## src/rtl/iram_fetch_ctrl_pkg.sv

```systemverilog
// Shared types and constants for the instruction-RAM fetch controller.
// State encoding, bus widths and the PC step live here so bench and RTL agree.
package iram_fetch_ctrl_pkg;

  localparam int unsigned INSTR_W = 16;
  localparam int unsigned ADDR_W  = 8;
  localparam logic [ADDR_W-1:0] PC_INC = 8'd2;

  typedef enum logic [1:0] {
    ST_IDLE = 2'd0,
    ST_RUN  = 2'd1,
    ST_HALT = 2'd2
  } fetch_state_e;

  // Instructions are 16-bit, so byte addresses are always even.
  function automatic logic [ADDR_W-1:0] align_pc(input logic [ADDR_W-1:0] addr);
    return {addr[ADDR_W-1:1], 1'b0};
  endfunction

endpackage

```

## src/rtl/iram_fetch_ctrl_if.sv

```systemverilog
// Control, IRAM and instruction-register signals of the fetch controller.
// The controller takes the slave side; the sequencer/IRAM side takes master.
interface iram_fetch_ctrl_if;
  import iram_fetch_ctrl_pkg::*;

  logic               START;
  logic               STEP;
  logic               STALL;
  logic               BR_TAKEN;
  logic [ADDR_W-1:0]  BR_TARGET;
  logic [INSTR_W-1:0] IMEM_Q;
  logic [ADDR_W-1:0]  IMEM_ADDR;
  logic [INSTR_W-1:0] IR;
  logic [ADDR_W-1:0]  IR_PC;
  logic               IR_VALID;
  logic               HALTED;

  modport slave (
    input  START, STEP, STALL, BR_TAKEN, BR_TARGET, IMEM_Q,
    output IMEM_ADDR, IR, IR_PC, IR_VALID, HALTED
  );

  modport master (
    output START, STEP, STALL, BR_TAKEN, BR_TARGET, IMEM_Q,
    input  IMEM_ADDR, IR, IR_PC, IR_VALID, HALTED
  );

endinterface

```

## src/rtl/iram_fetch_ctrl.sv

```systemverilog
// Fetch controller: IDLE/RUN/HALT sequencing of a 16-bit instruction RAM into IR.
// One fetch per cycle in RUN, 1-cycle IMEM_ADDR->IR latency; STALL freezes, BR_TAKEN flushes.
module iram_fetch_ctrl
  import iram_fetch_ctrl_pkg::*;
#(
  parameter logic [ADDR_W-1:0]  RESET_PC  = 8'h00,
  parameter logic [INSTR_W-1:0] HALT_WORD = 16'h0000
) (
  input  logic                  CLK,
  input  logic                  RESET,
  iram_fetch_ctrl_if.slave      bus
);

  fetch_state_e       state_q, state_d;
  logic [ADDR_W-1:0]  pc_q, pc_d;
  logic [INSTR_W-1:0] ir_q;
  logic [ADDR_W-1:0]  ir_pc_q;
  logic               ir_vld_q, ir_vld_d;
  logic               halted_q, halted_d;

  logic fetch_try, hit_halt, do_fetch, do_flush, do_hold, do_restart;

  // A fetch is attempted in RUN, or for a STEP in IDLE that START does not pre-empt.
  assign fetch_try = (state_q == ST_RUN) ||
                     ((state_q == ST_IDLE) && bus.STEP && !bus.START);
  assign hit_halt  = fetch_try && (bus.IMEM_Q == HALT_WORD);

  // State register
  always_ff @(posedge CLK) begin
    if (RESET) begin
      state_q <= ST_IDLE;
    end else begin
      state_q <= state_d;
    end
  end

  // Next-state logic
  always_comb begin
    state_d = state_q;
    case (state_q)
      ST_IDLE: begin
        if (hit_halt) begin
          state_d = ST_HALT;
        end else if (!bus.BR_TAKEN && bus.START) begin
          state_d = ST_RUN;
        end
      end
      ST_RUN: begin
        if (hit_halt) begin
          state_d = ST_HALT;
        end
      end
      ST_HALT: begin
        if (bus.START) begin
          state_d = ST_RUN;
        end
      end
      default: state_d = ST_IDLE;
    endcase
  end

  // Output/datapath control decode
  always_comb begin
    do_flush   = 1'b0;
    do_hold    = 1'b0;
    do_restart = 1'b0;
    case (state_q)
      ST_IDLE: do_flush = !hit_halt && bus.BR_TAKEN;
      ST_RUN: begin
        do_flush = !hit_halt && bus.BR_TAKEN;
        do_hold  = !hit_halt && !bus.BR_TAKEN && bus.STALL;
      end
      ST_HALT: do_restart = bus.START;
      default: ;
    endcase
    do_fetch = fetch_try && !hit_halt && !do_flush && !do_hold;
    // IR_VALID only survives a stall; every other non-fetch cycle drops it.
    ir_vld_d = do_hold ? ir_vld_q : do_fetch;
    halted_d = (state_d == ST_HALT);
  end

  // Next fetch PC
  always_comb begin
    pc_d = pc_q;
    if (do_restart) begin
      pc_d = RESET_PC;
    end else if (do_flush) begin
      pc_d = align_pc(bus.BR_TARGET);
    end else if (do_fetch) begin
      pc_d = pc_q + PC_INC;
    end
  end

  always_ff @(posedge CLK) begin
    if (RESET) begin
      pc_q     <= RESET_PC;
      ir_q     <= '0;
      ir_pc_q  <= '0;
      ir_vld_q <= 1'b0;
      halted_q <= 1'b0;
    end else begin
      pc_q     <= pc_d;
      ir_vld_q <= ir_vld_d;
      halted_q <= halted_d;
      if (do_fetch) begin
        ir_q    <= bus.IMEM_Q;
        ir_pc_q <= pc_q;
      end
    end
  end

  assign bus.IMEM_ADDR = pc_q;
  assign bus.IR        = ir_q;
  assign bus.IR_PC     = ir_pc_q;
  assign bus.IR_VALID  = ir_vld_q;
  assign bus.HALTED    = halted_q;

endmodule
```

## src/flat_wrapper.sv

```systemverilog
// flat-port wrapper written by rule: the top's interface ports become plain ports
module iram_fetch_ctrl_flat import iram_fetch_ctrl_pkg::*;
#(
  parameter logic [ADDR_W-1:0]  RESET_PC  = 8'h00,
  parameter logic [INSTR_W-1:0] HALT_WORD = 16'h0000
)
  (CLK, RESET, bus_START, bus_STEP, bus_STALL, bus_BR_TAKEN, bus_BR_TARGET, bus_IMEM_Q, bus_IMEM_ADDR, bus_IR, bus_IR_PC, bus_IR_VALID, bus_HALTED);
  iram_fetch_ctrl_if bus_i ();
  input  logic CLK;
  input  logic RESET;
  input wire logic [$bits(bus_i.START)-1:0] bus_START;
  input wire logic [$bits(bus_i.STEP)-1:0] bus_STEP;
  input wire logic [$bits(bus_i.STALL)-1:0] bus_STALL;
  input wire logic [$bits(bus_i.BR_TAKEN)-1:0] bus_BR_TAKEN;
  input wire logic [$bits(bus_i.BR_TARGET)-1:0] bus_BR_TARGET;
  input wire logic [$bits(bus_i.IMEM_Q)-1:0] bus_IMEM_Q;
  output wire logic [$bits(bus_i.IMEM_ADDR)-1:0] bus_IMEM_ADDR;
  output wire logic [$bits(bus_i.IR)-1:0] bus_IR;
  output wire logic [$bits(bus_i.IR_PC)-1:0] bus_IR_PC;
  output wire logic [$bits(bus_i.IR_VALID)-1:0] bus_IR_VALID;
  output wire logic [$bits(bus_i.HALTED)-1:0] bus_HALTED;
  assign bus_i.START = bus_START;
  assign bus_i.STEP = bus_STEP;
  assign bus_i.STALL = bus_STALL;
  assign bus_i.BR_TAKEN = bus_BR_TAKEN;
  assign bus_i.BR_TARGET = bus_BR_TARGET;
  assign bus_i.IMEM_Q = bus_IMEM_Q;
  assign bus_IMEM_ADDR = bus_i.IMEM_ADDR;
  assign bus_IR = bus_i.IR;
  assign bus_IR_PC = bus_i.IR_PC;
  assign bus_IR_VALID = bus_i.IR_VALID;
  assign bus_HALTED = bus_i.HALTED;
  iram_fetch_ctrl #(.RESET_PC(RESET_PC), .HALT_WORD(HALT_WORD)) u_core (.CLK(CLK), .RESET(RESET), .bus(bus_i));
endmodule
```

## config.mk

```make
export PLATFORM = sky130hd
export DESIGN_NAME = iram_fetch_ctrl_flat
export DESIGN_NICKNAME = d
export VERILOG_FILES = /design/src/rtl/iram_fetch_ctrl_pkg.sv /design/src/rtl/iram_fetch_ctrl_if.sv /design/src/rtl/iram_fetch_ctrl.sv /design/src/flat_wrapper.sv
export SDC_FILE = /design/constraint.sdc
export NUM_CORES = 1
export LEC_CHECK = 0
export CAP_MARGIN = 40
export CORE_MARGIN = 3
export CORE_UTILIZATION = 46
export DETAILED_ROUTE_END_ITERATION = 10
export PLACE_DENSITY = 0.84
export SLEW_MARGIN = 20
export SYNTH_ARGS = -nofsm -noshare
export SYNTH_HDL_FRONTEND = slang
export SYNTH_SLANG_ARGS = --single-unit
```

## constraint.sdc

```tcl
create_clock -name CLK -period 4.6 [get_ports CLK]
set_clock_uncertainty 0.15 [all_clocks]
set_input_delay 0.92 -clock CLK [delete_from_list [all_inputs] [get_ports CLK]]
set_output_delay 0.92 -clock CLK [all_outputs]
set_load 0.02 [all_outputs]
```

==> impl_results.md, run 1 <==
- Status: completed
- Final antenna-violating net count: 0
- Die H: 65.1 um
- Crit end category: register
- Fmax: 352 MHz
- Worst setup margin: 1.76 ns
- Most common cell after layout, fill and taps aside: clkdlybuf4s50_1
- Worst-margin pin slew: 0.604 ns
- Synth area leader: dfxtp_1
- Hold/Removal Path Class: reg -> reg
- Crit path DAT: 2.98 ns
- Final Hold Fails: 0
- Sequential Area: 681 um^2
- Top-area cell type share of the netlist area: 0.423
- Pwr dens: 277 nW/um^2
- Cells after Synth: 178
- Hold path depth: 2
- Pin count of the biggest net entering global routing: 28
- Die width: 65.1 um
- Number of global-route vias before repair: 1,385
- DR pass1 iterations: 4
- Worst setup SP type: input port
- Die area: 4240 um^2
- Period utilisation layout: 0.618
- Via Count: 1,399
- Root Buffer: clkbuf_4
- Final Power: 615 uW
- Syn Std Cell Area: 1610 um^2
- Global-route wire length before repair: 6.10 mm
- R2R depth: 6
- Critical path data required time: 4.74 ns
- Resized cells post-CTS: 0
- Avg Inst Size Synth: 9.04 um^2
- Largest cells by area after synthesis: dfxtp_1 42%, a21oi_2 11%, nand2_2 7.8%
- Aggregate global routing overflow: 0
- Worst setup path class: in -> reg
- Number of max-cap violations: 0
- DPL Wire Length: 2.72 mm
- Worst-path clk slew: 0.11 ns
- Fillcell total: 286
- Leak: 0.000735 uW
- PortBufs: 60
- CTS H-tree lvls: 2
- VDD IR max: 0.169 mV
- Total Routing Usage GR: 0.186
- Unrepaired setup endpoints after global routing: false
- Post-placement setup slack: 1.40 ns
- Clock Tree Buf Depth: 2
- DRC errors left: 0
- # nets final: 265
- Diodes inserted: 0
- Setup tns final: 0 ns
- Clock latency on the worst-skew pair: 0.34 ns
- I/O Pins: 64
- Hold_buf cts: 0
- Post-synthesis sequential area ratio: 0.423
- Multi-input gate area: 800 um^2
- First DRT Iteration DRCs: 73
- Final Wtd Congestion: 0.746
- CP max FO: 25
- Initial antenna violation count: 0
- Final setup fails: 0
- Post-route minimum period: 2.84 ns
- CTS Sinks: 34
- CTS tree: yes
- Max Transition Viols Final: 0
- Initial Util: 0.502
- Placement row count: 20
- Routed vias/inst: 5.01
- Wirelength, routed: 3.70 mm
- Slew headroom: 0.596
- Layout area overhead: 38.1%
- WL/cell: 13.3 um
- Netlist cell types: 40
- Leading cell types in the layout, fill and taps excluded: 60 x clkdlybuf4s50_1, 34 x dfxtp_1, 29 x nand2_1
- Num CTS Buffers: 5
- Flops & latches, synth: 34
- Synth Warn #: 0
- Core area: 3200 um^2
- Share of cells above drive strength 1: 0.234
- Postcts setup bufs: 0
==> cells in the mapped netlist, drive strengths merged <==
library cell	number
nand2b	1
ha	1
nor3b	3
nor4	4
o2111a	1
conb	1
a21o	1
clkbuf	3
inv	3
nor2	4
a211oi	2
nand2	49
buf	11
or3	1
and4	1
nand4	3
and2	2
a31oi	4
and4b	1
and3	1
a311oi	1
nor3	3
dfxtp	34
nand3b	1
o221ai	1
a21oi	29
o21ai	7
or2	1
nor2b	1
xnor2	2
a311o	1
==> registers in the layout, summed over array words and instances, names as in the netlist <==
signal                flops
u_core.bus.HALTED         1
u_core.bus.IMEM_ADDR      7
u_core.bus.IR            16
u_core.bus.IR_PC          7
u_core.bus.IR_VALID       1
u_core.state_q            2
==> worst max-delay path, stage by stage <==
cell	delay (ns)
clkdlybuf4s50_1	0.43
nor4_1	0.37
and4_1	0.50
or2_4	0.46
o221ai_1	0.16
nor2_1	0.13
==> cell families (layout without fill, tap and decap cells) <==
group | count (synthesis) | in the layout | synth area share
AND/OR/NAND/NOR | 76 | 76 | 0.251
AO/OA/AOI/OAI | 47 | 47 | 0.221
flip-flops | 34 | 34 | 0.423
buffers and inverters | 17 | 73 | 0.0840
XOR/XNOR | 2 | 2 | 0.0109
adder cells (fa/ha/maj) | 1 | 1 | 0.00777
other | 1 | 2 | 0.00233
==> final timing paths <==
| path | startpoint | endpoint | slack, ns |
|---|---|---|---|
| max reg2reg | u_core.state_q[0] | u_core.bus.IR[14] | 2.63 |
| min | u_core.bus.IR[8] | u_core.bus.IR[8] | 0.31 |
| max | bus_IMEM_Q[10] | u_core.bus.IMEM_ADDR[4] | 1.76 |
| min reg2reg | u_core.bus.IR[8] | u_core.bus.IR[8] | 0.31 |
==> power by group <==
group          switching, uW  total [uW]  internal, uW  leakage, uW
combinational           61.0         121          59.8     0.000422
sequential              12.4         320           307     0.000278
clock                    101         175          74.0    0.0000353
==> per-layer routing <==
metal  global-route usage  wire, um  share of wire  up-vias
li1                     -         -              -      720
met1                0.217      1610           0.43      625
met2                0.317      1780           0.48       48
met3               0.0496       260          0.070        6
met4               0.0907        55          0.015        0
met5                    0         0              0        -
==> per-stage QoR <==
stage	instance area [um^2]	utilization	std cells	hold slack, ns
final	2220	0.694	279	0.311
after global routing	2220	0.694	279	0.325
after CTS	2220	0.694	279	0.314
after detailed placement	2160	0.675	271	0.299
after global placement	2160	0.675	271	0.292
after floorplan	1610	-	179	0.380
==> cell type report <==
cell class | count | share of cell area
Clock inverter | 1 | 0.00225
Timing Repair Buffer | 62 | 0.277
Tap cell | 44 | 0.0248
Clock buffer | 7 | 0.0248
Multi-Input combinational cell | 128 | 0.360
Sequential cell | 34 | 0.306
Inverter | 3 | 0.00507
Note: power is estimated with default switching activity, not from simulation.
==> inputs of run 2 (changes only) <==
--- a/config.mk
+++ b/config.mk
@@ -7,9 +7,9 @@
 export LEC_CHECK = 0
 export CAP_MARGIN = 40
 export CORE_MARGIN = 3
-export CORE_UTILIZATION = 46
+export CORE_UTILIZATION = 39
 export DETAILED_ROUTE_END_ITERATION = 10
-export PLACE_DENSITY = 0.84
+export PLACE_DENSITY = 0.76
 export SLEW_MARGIN = 20
 export SYNTH_ARGS = -nofsm -noshare
 export SYNTH_HDL_FRONTEND = slang
==> constraint.sdc (replaced) <==
create_clock -name CLK -period 2.3 [get_ports CLK]
set_clock_uncertainty 0.15 [all_clocks]
set_input_delay 0.46 -clock CLK [delete_from_list [all_inputs] [get_ports CLK]]
set_output_delay 0.46 -clock CLK [all_outputs]
set_load 0.02 [all_outputs]
==> run 2 against run 1 <==
  * Global-route usage decreased by 2.4 points
  * Total power increased by 120%
  * Sequential cell count unchanged
  * Utilization decreased by 6.8 points
  * Via count increased by 3.8%
  * Sequential share of layout area decreased by 2.2 points
  * Sequential power increased by 100%
  * First-iteration DRC count decreased by 19%
  * Setup slack got worse by 1.6 ns
  * Critical endpoint is now u_core.bus.IMEM_ADDR[5]
  * Highest routed layer unchanged
==> impl_results.md, run 2 (synthesis gave the netlist of run 1 again) <==
- Number of max-cap violations: 0 (unchanged)
- Clock Tree Buf Depth: 2 (unchanged)
- Global-route wire length before repair: 6.52 mm (was 6.10 mm)
- Diodes inserted: 0 (unchanged)
- Worst path cell trace: clkdlybuf4s50_1 -> nor4_2 -> and4_1 -> buf_4 -> a21oi_2 -> a311o_1 -> o2111a_1 (was clkdlybuf4s50_1 -> nor4_1 -> and4_1 -> or2_4 -> o221ai_1 -> nor2_1)
- CP max FO: 7 (was 25)
- Fin cells: 298 (was 279)
- Placement row count: 22 (was 20)
- Hold slack: 0.307 ns (was 0.311 ns)
- Num CTS Buffers: 5 (unchanged)
- Final setup fails: 0 (unchanged)
- Pin count of the biggest net entering global routing: 24 (was 28)
- Largest delay share family, worst path: buffers and inverters (was simple AND/OR/NAND/NOR gates)
- Root Buffer: clkbuf_8 (was clkbuf_4)
- DR pass1 iterations: 4 (unchanged)
- Crit end category: register (unchanged)
- Unrepaired setup endpoints after global routing: false (unchanged)
- Initial Util: 0.421 (was 0.502)
- Slowest cell delay on critical path: 0.44 ns (was 0.50 ns)
- Leading cell types in the layout, fill and taps excluded: 60 x clkdlybuf4s50_1, 34 x dfxtp_1, 29 x nand2_1 (unchanged)
- Worst-path clk slew: 0.06 ns (was 0.11 ns)
- Bufs and invs on worst path: 2 (was 1)
- Die area: 4930 um^2 (was 4240 um^2)
- Die H: 70.2 um (was 65.1 um)
- Die width: 70.2 um (was 65.1 um)
- Worst path slowest cell: clkdlybuf4s50_1 (was and4_1)
- Crit path DAT: 2.17 ns (was 2.98 ns)
- Wirelength, routed: 3.67 mm (was 3.70 mm)
- Final Wtd Congestion: 0.805 (was 0.746)
- Max Transition Viols Final: 0 (unchanged)
- Critical path data required time: 2.32 ns (was 4.74 ns)
- DPL Wire Length: 2.75 mm (was 2.72 mm)
- # nets final: 282 (was 265)
- Placed cells: 292 (was 271)
- Clock latency on the worst-skew pair: 0.28 ns (was 0.34 ns)
- Total Routing Usage GR: 0.163 (was 0.186)
- Aggregate global routing overflow: 0 (unchanged)
- Core area: 3830 um^2 (was 3200 um^2)
- I/O Pins: 64 (unchanged)
- Worst setup SP type: input port (unchanged)
- Worst setup path class: in -> reg (unchanged)
- Via Count: 1,452 (was 1,399)
- Post-route minimum period: 2.15 ns
- VDD IR max: 0.356 mV (was 0.169 mV)
- Hold/Removal Path Class: reg -> reg (unchanged)
- CTS Sinks: 34 (unchanged)
- CTS H-tree lvls: 2 (unchanged)
- Routed vias/inst: 4.87 (was 5.01)
- DRC errors left: 0 (unchanged)
- Share of cells above drive strength 1: 0.288 (was 0.234)
- Leak: 0.000832 uW (was 0.000735 uW)
- Initial antenna violation count: 0 (unchanged)
- Layout area overhead: 48.9% (was 38.1%)
- Period utilisation layout: 0.935
- Most common cell after layout, fill and taps aside: clkdlybuf4s50_1 (unchanged)
- PortBufs: 60 (unchanged)
- Max FFs per register: 16 (unchanged)
- Worst setup margin: 0.151 ns (was 1.76 ns)
- Final Hold Fails: 0 (unchanged)
- Number of global-route vias before repair: 1,460 (was 1,385)
- Status: completed (unchanged)
- Post-placement setup slack: -0.173 ns (was 1.40 ns)
- Fmax: 465 MHz
- Pwr dens: 555 nW/um^2 (was 277 nW/um^2)
- WL/cell: 12.3 um (was 13.3 um)
- CTS tree: yes (unchanged)
- Final antenna-violating net count: 0 (unchanged)
- First DRT Iteration DRCs: 59 (was 73)
- Fillcell total: 366 (was 286)
[run 2: worst paths after layout]
path / slack [ns] / depth (start not counted) / endpoint / start
min reg2reg: 0.31 / 2 / u_core.bus.IR[4] / u_core.bus.IR[4]
max reg2reg: 0.60 / 6 / u_core.bus.IMEM_ADDR[5] / u_core.state_q[0]
min: 0.31 / 2 / u_core.bus.IR[4] / u_core.bus.IR[4]
max: 0.15 / 7 / u_core.bus.IMEM_ADDR[5] / bus_IMEM_Q[10]
[run 2: layout make-up]
type / count / area, um^2 / share of cell area
multi-input combinational: 128 / 806 / 0.336
timing repair buffer: 79 / 756 / 0.315
sequential: 34 / 681 / 0.284
clock buffer: 6 / 82.6 / 0.0345
tap: 48 / 60.1 / 0.0251
inverter: 3 / 11.3 / 0.00470
[run 2: power by group]
group	switching (uW)	leakage (uW)	internal, uW
Sequential	24.9	0.000278	616
Clock	197	0.0000431	231
Combinational	124	0.000511	138
[run 2: timing repair]
item                                    CTS  global route
setup buffers                             0             0
hold buffers                              0             0
endpoints found under the setup margin    0             2
endpoints found under the hold margin     0             0
resized for setup                         0             1
[run 2: worst register-to-register path: cells and delay by family, from the launching register on]
family          cells  cell delay (ns)
simple gates        3             0.63
flops               1             0.36
compound gates      2             0.27
buf+inv             1             0.20
[run 2: layer usage]
layer | track usage | part of all wire | wire length [um]
met3 | 0.0417 | 0.056 | 207
met4 | 0.0787 | 0.022 | 82
met2 | 0.263 | 0.47 | 1740
met5 | 0 | 0 | 0
met1 | 0.200 | 0.45 | 1640
[run 2: per-stage QoR]
step | setup TNS, ns | cell area (um^2) | power, uW | util
2_1_floorplan | 0 | 1610 | 790 | -
3_3_place_gp | -3.23 | 2310 | 915 | 0.603
3_5_place_dp | -3.02 | 2310 | 917 | 0.603
4_1_cts | 0 | 2390 | 1340 | 0.625
5_1_grt | 0 | 2400 | 1400 | 0.626
6_report | 0 | 2400 | 1330 | 0.626
